--- config.mk ---
export PLATFORM = sky130hd
export DESIGN_NAME = hc161_counter
export DESIGN_NICKNAME = d
export VERILOG_FILES = /design/src/rtl/hc161_counter.sv
export SDC_FILE = /design/constraint.sdc
export NUM_CORES = 1
export LEC_CHECK = 0
export CORE_AREA = 5 5 42 44
export CTS_CLUSTER_DIAMETER = 100
export CTS_CLUSTER_SIZE = 40
export DETAILED_ROUTE_END_ITERATION = 12
export DIE_AREA = 0 0 47 49
export PLACE_DENSITY = 0.54
export SLEW_MARGIN = 20
export SYNTH_ARGS = -nofsm -noshare
export SYNTH_HDL_FRONTEND = slang
export SYNTH_SLANG_ARGS = --single-unit
--- constraint.sdc ---
create_clock -name Clk -period 3.6 [get_ports Clk]
set_clock_uncertainty 0.2 [all_clocks]
set_input_delay 1.08 -clock Clk [delete_from_list [all_inputs] [get_ports Clk]]
set_output_delay 1.08 -clock Clk [all_outputs]
set_load 0.005 [all_outputs]
--- src/rtl/hc161_counter.sv ---
// -----------------------------------------------------------------------------
// hc161_counter
//   Synchronous presettable up/down modulo-N counter in the style of the
//   74HC161/191. Cascadable through ENT/RCO; TC is a registered one-cycle
//   pulse that follows every wrap and clocks the downstream JK stage.
//
// Parameters
//   WIDTH    counter width in bits (>= 1)
//   MODULUS  count range 0..MODULUS-1 (2 <= MODULUS <= 2**WIDTH)
//
// Ports
//   Clk   in   1      clock, rising edge
//   R     in   1      asynchronous reset, active-low
//   LD_N  in   1      synchronous parallel load, active-low (highest priority)
//   ENP   in   1      parallel (local) count enable
//   ENT   in   1      trickle (cascade) count enable, also gates RCO
//   UD    in   1      direction: 1 = up, 0 = down
//   D     in   WIDTH  parallel load data (clamped to MODULUS-1)
//   Q     out  WIDTH  counter state, registered
//   RCO   out  1      ripple carry, combinational: ENT & terminal count
//   TC    out  1      registered pulse, high for the cycle after a wrap
// -----------------------------------------------------------------------------
module hc161_counter #(
    parameter int WIDTH   = 4,
    parameter int MODULUS = 16
) (
    input  logic             Clk,
    input  logic             R,
    input  logic             LD_N,
    input  logic             ENP,
    input  logic             ENT,
    input  logic             UD,
    input  logic [WIDTH-1:0] D,
    output logic [WIDTH-1:0] Q,
    output logic             RCO,
    output logic             TC
);

    // Largest legal state; also the wrap target when counting down.
    localparam logic [WIDTH-1:0] MAX_VAL = WIDTH'(MODULUS - 1);

    logic [WIDTH-1:0] q_reg;
    logic [WIDTH-1:0] q_next;
    logic             tc_reg;
    logic             tc_next;
    logic             term;
    logic             count_en;
    logic [WIDTH-1:0] load_val;

    // Terminal count depends on direction so RCO reacts to UD combinationally.
    always_comb begin
        term     = UD ? (q_reg == MAX_VAL) : (q_reg == '0);
        count_en = ENP & ENT;
        // Out-of-range load data is clamped so Q never leaves 0..MODULUS-1.
        load_val = (D > MAX_VAL) ? MAX_VAL : D;
    end

    // Next-state: load beats count beats hold. TC only follows a counted wrap.
    always_comb begin
        q_next  = q_reg;
        tc_next = 1'b0;
        if (!LD_N) begin
            q_next = load_val;
        end else if (count_en) begin
            if (UD) begin
                q_next = term ? '0 : (q_reg + WIDTH'(1));
            end else begin
                q_next = term ? MAX_VAL : (q_reg - WIDTH'(1));
            end
            tc_next = term;
        end
    end

    always_ff @(posedge Clk or negedge R) begin
        if (!R) begin
            q_reg  <= '0;
            tc_reg <= 1'b0;
        end else begin
            q_reg  <= q_next;
            tc_reg <= tc_next;
        end
    end

    assign Q   = q_reg;
    assign TC  = tc_reg;
    // Standard cascade rule: independent of ENP and LD_N.
    assign RCO = ENT & term;

endmodule

==> metrics.md <==
| Metric | Value |
|---|---|
| Cells along the critical path | `dlygate4sd2_1 -> or3b_4 -> o21ai_2 -> and2_1 -> dlygate4sd2_1` |
| DP HPWL | `742 um` |
| Max Fclk | `287 MHz` |
| Cts repair resizes | `5` |
| GRT Resource Usage Total | `0.0946` |
| Area growth syn-to-layout | `59.2%` |
| Die X | `47 um` |
| Core area | `1400 um2` |
| Setup TNS | `0 ns` |
| CP startpoint kind | `input port` |
| Most common cell after layout, fill and taps aside | `clkdlybuf4s50_1` |
| DRC Markers | `0` |
| Largest net degree at the start of global routing | `10` |
| I/O pins | `16` |
| PortBufs | `15` |
| Crit path DAT | `2.20 ns` |
| Clk_lat worst skew | `0.24 ns` |
| Pre-Repair DR Iteration Count | `4` |
| Slew Viols, Final | `0` |
| # hold bufs at CTS | `0` |
| Initial antenna violation count | `0` |
| Netlist cell types | `26` |
| Post-layout nets | `79` |
| Global-route wire length before repair | `1.59 mm` |
| Initial DRC count | `1` |
| Number of synthesized flops with an enable pin | `0` |
| Leak Pwr | `0.267 nW` |
| Post-layout instance area | `596 um2` |
| RSZ-0062 raised after global routing | `no` |
| Cells after DPL | `78` |
| Slew @ Worst Pin | `0.293 ns` |
| Most used cell along the critical path | `dlygate4sd2_1` |
| Worst hold path cell count | `2` |
| CTS Sinks | `5` |
| Worst-path clk slew | `0.05 ns` |
| Syn Inst Count | `45` |
| Num CTS Buffers | `3` |
| Total Power | `0.202 mW` |
| Reg2Reg Launch Point | `Q[0]` |
| WL final | `994 um` |
| Main synth FF type | `dfrtp_1` |
| Synthesized Nets | `57` |
| Layout cell share with drive strength beyond 1 | `0.152` |
| Area share of the largest cell type after synthesis | `0.334` |
| Commonest cells after routing, fill and taps aside | `13 x clkdlybuf4s50_1, 6 x nor2_1, 5 x dfrtp_1` |
| Worst r2r path cells | `5` |
| Yosys warnings | `0` |
| Clock Tree Root | `clkbuf_4` |
| Final Util | `0.425` |
| Number of H-tree levels | `1` |
| CP required | `2.32 ns` |
| Critical path class | `input port to primary output` |
| Maximum root-to-sink buffer count | `2` |
| Mean area per synthesized cell | `8.31 um2` |
| Slowest stage delay, CP | `0.38 ns` |
| Seq/Total Area, Yosys | `0.334` |
| Critical path capture point type | `primary output` |
| Hold slack final | `0.475 ns` |
| Avg Vias per Cell | `4.78` |
| Yosys top cell by area | `dfrtp_1` |
| Final cell count without fillers | `82` |
| Post-synth ARST share | `1.00` |
| Routed WL per cell | `12.1 um` |
| CTS tree | `done` |
| Initial core utilization | `0.267` |
| Antenna Cells | `0` |
| Final setup vio count | `0` |
| Die ar. | `2300 um2` |
| Post CTS Setup Buffer Count | `0` |
| Cell at the slowest stage of the critical path | `or3b_4` |
| Routability cong. | `0.735` |
| Reg2reg setup slack | `1.79 ns` |
| HP Class | `flip-flop to flip-flop` |
| Yosys reg bits | `5` |
| HP Start | `Q[3]` |
| Main area contributors after synthesis | `dfrtp_1 33%, ha_1 6.7%, nor2_1 6.0%` |
| CP max FO | `2` |
| Final min period | `3.48 ns` |
| Die height | `49 um` |
| Final period util | `0.967` |
| Maxcap violations | `0` |
| Pre-CTS setup slack | `-0.509 ns` |
| Overflow after GRT | `0` |
| # rows | `14` |
| Peak VDD IR | `0.251 mV` |
| Vias in the first global route | `394` |
| Status | `completed` |
| Routed Antenna Nets | `0` |
| Placed instance area | `566 um2` |
| Mapped Area | `374 um2` |
| Final hold violation count | `0` |
| FF-to-FF End | `Q[3]` |
| P per Cell Area | `340 nW/um2` |
| Via Count | `392` |
| Setup WS post-layout | `0.117 ns` |
| Relative slew slack | `0.804` |
| Hold EP | `Q[3]` |
power breakdown:
| group | internal, mW | switching [mW] | leakage, nW |
|---|---|---|---|
| Combinational | 0.0404 | 0.0301 | 0.193 |
| Sequential | 0.0615 | 0.00499 | 0.0597 |
| Clock | 0.0419 | 0.0234 | 0.0150 |
cells in the mapped netlist (2+ instances only):
cell     n
a21oi_1  4
ha_1     2
nand2_1  2
o21ai_0  2
inv_1    3
and2_1   2
a31oi_1  2
dfrtp_1  5
nor2_1   6
final cells by class:
cell class | count | area [um2]
sequential | 5 | 125
multi-input combinational | 35 | 235
fill | 155 | 806
inverter | 3 | 11.3
clock buffer | 4 | 26.3
tap | 16 | 20.0
timing repair buffer | 19 | 178
sequential cells by signal (all words and copies together), names as in the netlist:
name and flops:
Q 4, TC 1
worst max path at each step:
stage | start | to | slack [ns] | cells after the start
4_1_cts | UD | RCO | 0.12 | 5
5_1_grt | UD | RCO | 0.08 | 5
6_report | UD | RCO | 0.12 | 5
2_1_floorplan | UD | RCO | 0.35 | 4
3_3_place_gp | UD | RCO | -0.48 | 5
3_5_place_dp | UD | RCO | -0.51 | 5
kinds of logic (layout without fill, tap and decap cells):
group | count (synthesis) | in the layout | synth area share
simple gates | 16 | 16 | 0.227
mux | 1 | 1 | 0.0268
xor+xnor | 2 | 2 | 0.0468
compound gates | 14 | 14 | 0.244
fa+ha+maj | 2 | 2 | 0.0669
flops | 5 | 5 | 0.334
buf+inv | 5 | 26 | 0.0535
routing by layer:
metal  GRT usage  vias up  share of wire
li1            -      205              -
met1      0.0998      177           0.41
met2       0.161       10           0.51
met3      0.0554        0          0.072
met4      0.0138        0              0
met5           0        -              0
critical path, delay by kind of cell:
kind / cells / cell delay, ns
AND/OR/NAND/NOR: 2 / 0.51
buffers and inverters: 2 / 0.49
AO/OA/AOI/OAI: 1 / 0.13
(Power assumes the default switching activity.)
